**src/rtl/seq_ripple_subtractor_pkg.sv**
```systemverilog
// rtl/seq_ripple_subtractor_pkg.sv - shared state encoding and sizing helpers for the sequential subtractor
package seq_ripple_subtractor_pkg;

    typedef enum logic [1:0] {
        IDLE = 2'd0,
        BUSY = 2'd1,
        DONE = 2'd2
    } state_t;

    localparam int DEF_WIDTH = 32;
    localparam int DEF_CHUNK = 8;
    localparam int NCHUNK    = DEF_WIDTH / DEF_CHUNK;

    // A single-chunk configuration still needs a one-bit counter.
    function automatic int cnt_width(input int n);
        return (n <= 1) ? 1 : $clog2(n);
    endfunction

    localparam int CNT_W = cnt_width(NCHUNK);

endpackage

```
**src/rtl/seq_ripple_subtractor_ripple_sub_chunk.sv**
```systemverilog
// rtl/seq_ripple_subtractor_ripple_sub_chunk.sv - CHUNK-bit combinational ripple-borrow subtractor slice
module ripple_sub_chunk #(
    parameter int CHUNK = 8
) (
    input  logic [CHUNK-1:0] x,
    input  logic [CHUNK-1:0] y,
    input  logic             borrow_in,
    output logic [CHUNK-1:0] d,
    output logic             borrow_out
);

    logic [CHUNK:0] chain;

    assign chain[0] = borrow_in;

    for (genvar i = 0; i < CHUNK; i++) begin : g_bit
        assign d[i]         = x[i] ^ y[i] ^ chain[i];
        assign chain[i + 1] = (~x[i] & y[i]) | (~(x[i] ^ y[i]) & chain[i]);
    end

    assign borrow_out = chain[CHUNK];

endmodule

```
**src/rtl/seq_ripple_subtractor.sv**
```systemverilog
// rtl/seq_ripple_subtractor.sv - multi-cycle a - b - borrow_i, CHUNK bits per clock with ready/valid on both sides
module seq_ripple_subtractor
    import seq_ripple_subtractor_pkg::*;
#(
    parameter int WIDTH = DEF_WIDTH,
    parameter int CHUNK = DEF_CHUNK
) (
    input  logic             clk,
    input  logic             rst,
    input  logic             in_valid,
    output logic             in_ready,
    input  logic [WIDTH-1:0] a,
    input  logic [WIDTH-1:0] b,
    input  logic             borrow_i,
    output logic             out_valid,
    input  logic             out_ready,
    output logic [WIDTH-1:0] diff,
    output logic             borrow_o,
    output logic             zero,
    output logic             overflow
);

    localparam int NCH = WIDTH / CHUNK;
    localparam int CW  = cnt_width(NCH);

    if ((CHUNK < 1) || ((WIDTH % CHUNK) != 0)) begin : g_bad_chunk
        $error("CHUNK must evenly divide WIDTH");
    end

    state_t           state;
    logic [CW-1:0]    cnt;
    logic [WIDTH-1:0] a_reg;
    logic [WIDTH-1:0] b_reg;
    logic [WIDTH-1:0] diff_reg;
    logic             borrow_reg;

    logic [CHUNK-1:0] x;
    logic [CHUNK-1:0] y;
    logic [CHUNK-1:0] d;
    logic             chunk_borrow;
    logic [WIDTH-1:0] diff_next;
    logic             last;
    int               idx;

    // diff_next is the result with the current chunk merged in, so the
    // flags on the final chunk see the complete difference.
    always_comb begin
        idx       = int'(cnt) * CHUNK;
        x         = a_reg[idx +: CHUNK];
        y         = b_reg[idx +: CHUNK];
        diff_next = diff_reg;
        diff_next[idx +: CHUNK] = d;
    end

    assign last = (cnt == CW'(NCH - 1));

    ripple_sub_chunk #(
        .CHUNK(CHUNK)
    ) u_chunk (
        .x         (x),
        .y         (y),
        .borrow_in (borrow_reg),
        .d         (d),
        .borrow_out(chunk_borrow)
    );

    always_ff @(posedge clk) begin
        if (rst) begin
            state      <= IDLE;
            cnt        <= '0;
            a_reg      <= '0;
            b_reg      <= '0;
            borrow_reg <= 1'b0;
            diff_reg   <= '0;
            borrow_o   <= 1'b0;
            zero       <= 1'b0;
            overflow   <= 1'b0;
        end else begin
            case (state)
                IDLE: begin
                    if (in_valid) begin
                        a_reg      <= a;
                        b_reg      <= b;
                        borrow_reg <= borrow_i;
                        cnt        <= '0;
                        state      <= BUSY;
                    end
                end
                BUSY: begin
                    diff_reg   <= diff_next;
                    borrow_reg <= chunk_borrow;
                    if (last) begin
                        cnt      <= '0;
                        borrow_o <= chunk_borrow;
                        zero     <= (diff_next == '0);
                        overflow <= (a_reg[WIDTH-1] ^ b_reg[WIDTH-1]) &
                                    (diff_next[WIDTH-1] ^ a_reg[WIDTH-1]);
                        state    <= DONE;
                    end else begin
                        cnt <= cnt + CW'(1);
                    end
                end
                DONE: begin
                    if (out_ready) begin
                        state <= IDLE;
                    end
                end
                default: state <= IDLE;
            endcase
        end
    end

    assign in_ready  = (state == IDLE);
    assign out_valid = (state == DONE);
    assign diff      = diff_reg;

endmodule

```
**config.mk**
```make
export PLATFORM = sky130hd
export DESIGN_NAME = seq_ripple_subtractor
export DESIGN_NICKNAME = d
export VERILOG_FILES = /design/src/rtl/seq_ripple_subtractor_pkg.sv /design/src/rtl/seq_ripple_subtractor_ripple_sub_chunk.sv /design/src/rtl/seq_ripple_subtractor.sv
export SDC_FILE = /design/constraint.sdc
export NUM_CORES = 1
export LEC_CHECK = 0
export ABC_AREA = 0
export CORE_MARGIN = 5
export CORE_UTILIZATION = 45
export DETAILED_ROUTE_END_ITERATION = 8
export PLACE_DENSITY = 0.84
export SKIP_CTS_REPAIR_TIMING = 1
export SYNTH_ARGS = -nofsm -noshare
export SYNTH_HDL_FRONTEND = slang
export SYNTH_SLANG_ARGS = --single-unit
```
**constraint.sdc**
```tcl
create_clock -name clk -period 5.1 [get_ports clk]
set_input_delay 1.275 -clock clk [delete_from_list [all_inputs] [get_ports clk]]
set_output_delay 1.275 -clock clk [all_outputs]
set_load 0.02 [all_outputs]
```
### Word level (Yosys, flattened, before mapping)

Index checks and enable logic that the tools add are counted.

| word-level totals | value |
|---|---|
| register bits after elaboration | 104 |
| bits of input ports | 69 |
| output and inout bits | 37 |
| logic and storage cells | 97 |

| cells by class | value |
|---|---|
| add/sub/neg operators | 2 |
| eq/ne operators | 6 |
| shifts and indexed selects | 4 |
| muxes and demuxes | 10 |
| bitwise logic cells | 59 |
| reduce and logical (&&, ||, !) cells | 7 |

Operator list:

| kind | count |
|---|---|
| $shiftx 32x6->8 | 2 |
| $neg 5->33 | 1 |
| $shift 8x33->32 const A | 1 |
| $shiftx 8x33->32 | 1 |
| $bwmux 32 | 1 |
| $logic_not 32->1 | 1 |
| $xor 1x1->1 | 18 |
| $and 1x1->1 | 17 |
| $not 1->1 | 16 |
| $mux 2 | 5 |
| $or 1x1->1 | 8 |
| $pmux 2 s3 | 1 |
| $reduce_and 2->1 | 3 |
| $eq 2x2->1 const B | 2 |
| $ne 2x2->1 const B | 2 |
| $pmux 2 s2 | 1 |
| $reduce_and 3->1 | 1 |
| $add 2x1->2 const B | 1 |
| $eq 2x1->1 const B | 1 |
| $logic_not 2->1 | 1 |
| $ne 2x1->1 const B | 1 |
| $pmux 1 s2 | 1 |
| $reduce_bool 2->1 | 1 |
| $mux 1 | 1 |

### Logic depth before layout (Yosys ltp)

| depth | value |
|---|---|
| word-level depth | 22 |
| mapped depth | 18 |
| depth with buffers taken out | 17 |

### Modules after synthesis

From an unflattened synthesis, not the netlist that was laid out.

| unflattened totals | value |
|---|---|
| cell total of the unflattened synthesis | 525 |
| area, all modules | 4559.4 µm² |

By module, submodules not included:

| module | instances | cells an instance | area an instance (µm²) | seq. area each (µm²) |
|---|---|---|---|---|
| seq_ripple_subtractor | 1 | 499 | 4331.7 | 2082.0 |
| ripple_sub_chunk | 1 | 26 | 227.7 | 0.0 |

### Worst setup path before layout

OpenSTA, ideal clock, no wires.

| timing | value |
|---|---|
| kind | register to register |
| start point | register cnt[0] |
| end point | register zero |
| setup time | 0.084 ns |
| arrival | 5.259 ns |
| required time | 5.016 ns |
| setup slack | -0.243 ns |
| cell stages (with the launch flop) | 17 |
| path buffers | 2 |
| period minus slack after synthesis | 5.343 ns |
| cells stage by stage | dfxtp_1 buf_2 buf_2 mux4_2 fa_1 fa_1 fa_1 fa_1 fa_1 fa_1 inv_1 fa_1 nor2_1 a31oi_1 nand2_1 or4_1 o31ai_2 |

| on the way | value |
|---|---|
| longest elaborated chain between the ends | 21 |
| elaborated cells between the ends (all ways) | 60 |
| those cells by class | add/sub (1); eq/ne (1); shift (4); mux (1); bitwise (51); reduce/logical (2) |

Ends and longest elaborated chain:

| item | RTL line | text |
|---|---|---|
| from (decl) | seq_ripple_subtractor.sv:31 | `logic [CW-1:0] cnt;` |
| from (signal assigned) | seq_ripple_subtractor.sv:100 | `cnt <= cnt + CW'(1);` |
| $shiftx 32x6->8 (on tied branches) | seq_ripple_subtractor.sv:49, seq_ripple_subtractor.sv:50 |  |
| $xor 1x1->1 | seq_ripple_subtractor_ripple_sub_chunk.sv:17, seq_ripple_subtractor_ripple_sub_chunk.sv:18 |  |
| $not 1->1 | seq_ripple_subtractor_ripple_sub_chunk.sv:18 | `assign chain[i + 1] = (~x[i] & y[i]) \| (~(x[i] ^ y[i]) & chain[i]);` |
| $and 1x1->1 | seq_ripple_subtractor_ripple_sub_chunk.sv:18 |  |
| $or 1x1->1 | seq_ripple_subtractor_ripple_sub_chunk.sv:18 |  |
| $and 1x1->1 | seq_ripple_subtractor_ripple_sub_chunk.sv:18 |  |
| $or 1x1->1 | seq_ripple_subtractor_ripple_sub_chunk.sv:18 |  |
| $and 1x1->1 | seq_ripple_subtractor_ripple_sub_chunk.sv:18 |  |
| [... 5 more ...] | - |  |
| $and 1x1->1 | seq_ripple_subtractor_ripple_sub_chunk.sv:18 |  |
| $or 1x1->1 | seq_ripple_subtractor_ripple_sub_chunk.sv:18 |  |
| $and 1x1->1 | seq_ripple_subtractor_ripple_sub_chunk.sv:18 |  |
| $or 1x1->1 | seq_ripple_subtractor_ripple_sub_chunk.sv:18 |  |
| $xor 1x1->1 | seq_ripple_subtractor_ripple_sub_chunk.sv:17 | `assign d[i] = x[i] ^ y[i] ^ chain[i];` |
| $shiftx 8x33->32 | seq_ripple_subtractor.sv:52 | `diff_next[idx +: CHUNK] = d;` |
| $bwmux 32 | seq_ripple_subtractor.sv:52 |  |
| $logic_not 32->1 | seq_ripple_subtractor.sv:95 | `zero <= (diff_next == '0);` |
| to (signal assigned) | seq_ripple_subtractor.sv:95 |  |
| to (decl) | seq_ripple_subtractor.sv:19 | `output logic zero,` |

Several ways; a longest one is shown, not always the timed one.
A chain may end at the register's enable or synchronous reset.

### Final worst setup path

Same ends and word-level chain as after synthesis.

==> results_dict.tcl <==
set metrics [dict create \
    fin_skew_ps 7.12 \
    synth.area.mux_share_pct 7.80 \
    grt_pass1_wl_microns 19800 \
    synth_fa_ha_area_share_pct 5.09 \
    area_delta_synth_final_pct 29.1 \
    avgSynthCellArea_sq_um 8.55 \
    dp_hpwl_microns 9250 \
    antenna_found_initial 0 \
    p_switching_w 0.000519 \
    grt_max_degree 69 \
    postRouteAntennaNets 0 \
    end_kind "flip-flop" \
    netlist_top_cells_area "dfxtp_1 45%, nand2_1 11%, a21oi_1 8.1%, mux4_2 7.8%, nor2_1 3.5%" \
    min_period_ps 4870 \
    vdd_drop_max_v 0.000139 \
    synth_compound_area_share_pct 16.1 \
    synth-seq-cells 104 \
    die_w_microns 111 \
    fin_setup_tns_ps 0 \
    synth_fp_nets 623 \
    final_common_cell "nand2_1" \
    p_leak_nw 2.14 \
    rsz0062_at_grt "false" \
    cts_buffers 9 \
    htreeDepth 3 \
    cap_violations 0 \
    ys.flop_type "dfxtp_1" \
    num_vias 4177 \
    syn_area_sq_um 4620 \
    final-hold-violation-count 0 \
    slew_headroom_pct 20.8 \
    ys_seq_area_share_pct 45.1 \
    ios 106 \
    mostFrequentLayoutCells "140 x nand2_1, 104 x clkdlybuf4s50_1, 103 x dfxtp_1, 75 x a21oi_1, 43 x nor2_1" \
    first_pass_iters 5 \
    start_util_pct 45.3 \
    finalWeightedCongestion 0.941 \
    row_count 37 \
    clk_pin_slew_ps 90 \
    tightest_slew_ps 1180 \
    syn_inst 540 \
    synthArstFlopShare_pct 0 \
    pwr-share-seq_pct 50.2 \
    drt_wl_total_microns 12200 \
    core_sq_um 10200 \
    wire_per_inst_microns 15.9 \
    ctsLongestPathBuffers 2 \
    gr-total-overflow 0 \
    via_per_inst 5.43 \
    period_share_pct 95.4 \
    drive_above_1_share_pct 8.37 \
    cellPowerDensity_nw_per_um2 297 \
    synth_top_area_share_pct 45.1 \
    root_buffer "clkbuf_8" \
    clk_latency_ps 360 \
    power_frac_clock_pct 26.4 \
    dieArea_sq_um 12400 \
    critical_path_required_ps 5380 \
    insertedDiodeCount 0 \
    synth-xor-area-share_pct 0 \
    p_comb_share_pct 23.5 \
    synth_area_leader_cell "dfxtp_1" \
    port-buffer-count 105 \
    setup_viol 0 \
    utilization_pct 58.6 \
    drt_iter0_markers 324 \
    yosys.area_share.simple_pct 21.8 \
    die_h_microns 111 \
    p_int_w 0.00125 \
    synth_edf_count 0 \
    cts.sinks 104 \
    slew_viol_final 0 \
    status "finished, final reports clean" \
    ys_types 36 \
    fmax_ghz 0.205 \
    cp.arrival_ps 5150 \
    grtUsageTotal_pct 19.2 \
    path_max_fanout 4 \
    critPathKind "flip-flop to flip-flop" \
    ys_warn_count 0 \
    synth_top_family_by_area "simple AND/OR/NAND/NOR gates" \
    hp-class "flip-flop to flip-flop" \
    grt_pass1_vias 4077 \
    power.share.switching_pct 29.3 \
    cts_tree "done" \
    drc 0 \
    start_kind "flip-flop" \
    fin_nets 712 \
]
==> critical path, cell delays in order (launching register included) <==
cell and delay (ps):
dfxtp_2 340, mux4_2 500, inv_1 90, fa_1 170, inv_1 50, fa_2 340, fa_2 350, fa_1 400
fa_2 360, fa_2 350, fa_2 340, inv_2 60, fa_1 190, nor2_1 90, a31oi_2 310, nand2_1 90
or4_1 540, o31ai_2 220
==> final cells by class <==
| cell class | instances | area [sq um] |
|---|---|---|
| Multi-Input combinational cell | 386 | 2370 |
| Timing Repair Buffer | 114 | 1110 |
| Fill cell | 876 | 4220 |
| Clock buffer | 13 | 159 |
| Inverter | 14 | 52.6 |
| Sequential cell | 104 | 2080 |
| Tap cell | 136 | 170 |
| Clock inverter | 2 | 15.0 |
==> logic make-up (layout without fill, tap and decap cells) <==
family | count (synthesis) | count (layout)
DFF | 104 | 104
muxes | 16 | 16
adders and majority gates | 14 | 14
AOI/OAI and AO/OA | 126 | 126
and+or+nand+nor | 230 | 230
buffers and inverters | 50 | 143
==> final timing paths <==
check	to	slack (ps)	startpoint	cells after the start
max reg2reg	zero	230	cnt[0]	17
min	a_reg[30]	450	a_reg[30]	2
min reg2reg	a_reg[30]	450	a_reg[30]	2
max	zero	230	cnt[0]	17
==> metal layers <==
layer	part of all wire (%)	wire length (microns)	track usage, %	up-vias
li1	-	-	-	2025
met5	0	0	0	-
met3	5.7	690	3.55	21
met2	49	5970	32.7	148
met4	1.8	214	6.33	0
met1	44	5330	24.8	1983
==> power groups by stage <==
stage	Sequential (W)	Clock, W	Combinational [W]
after detailed placement	0.000908	0	0.000402
final	0.000889	0.000467	0.000416
after floorplan	0.000913	0	0.000239
after global routing	0.000895	0.000505	0.000454
after CTS	0.000889	0.000469	0.000404
after global placement	0.000905	0	0.000393
==> synthesized netlist by cell type (2+ instances only) <==
cell type    n
nor2b_1     18
nand4bb_1    3
and2_1       3
fa_1         8
nand2_1    141
a21oi_1     75
or4_1        2
nand3_1      3
buf_1        7
nand2b_1     3
a31oi_1     11
inv_1       14
nor3_1       3
a22oi_1     21
o21ai_0      2
nor4_1       3
ha_1         6
nor2_1      43
a211oi_1    10
clkbuf_1    26
nand4_1      3
buf_2        3
mux4_2      16
dfxtp_1    104
==> stage by stage <==
stage                     total power [W]  std cells  hold WS, ps  setup slack [ps]  area, sq um
after global routing              0.00185        769          474              14.4         5960
after detailed placement          0.00131        753          444              89.3         5770
final                             0.00177        769          454               232         5960
after floorplan                   0.00115        540          433              23.3         4630
after global placement            0.00130        753          441               203         5770
after CTS                         0.00176        768          457              71.1         5940
Power figures use the tool's default switching activity.
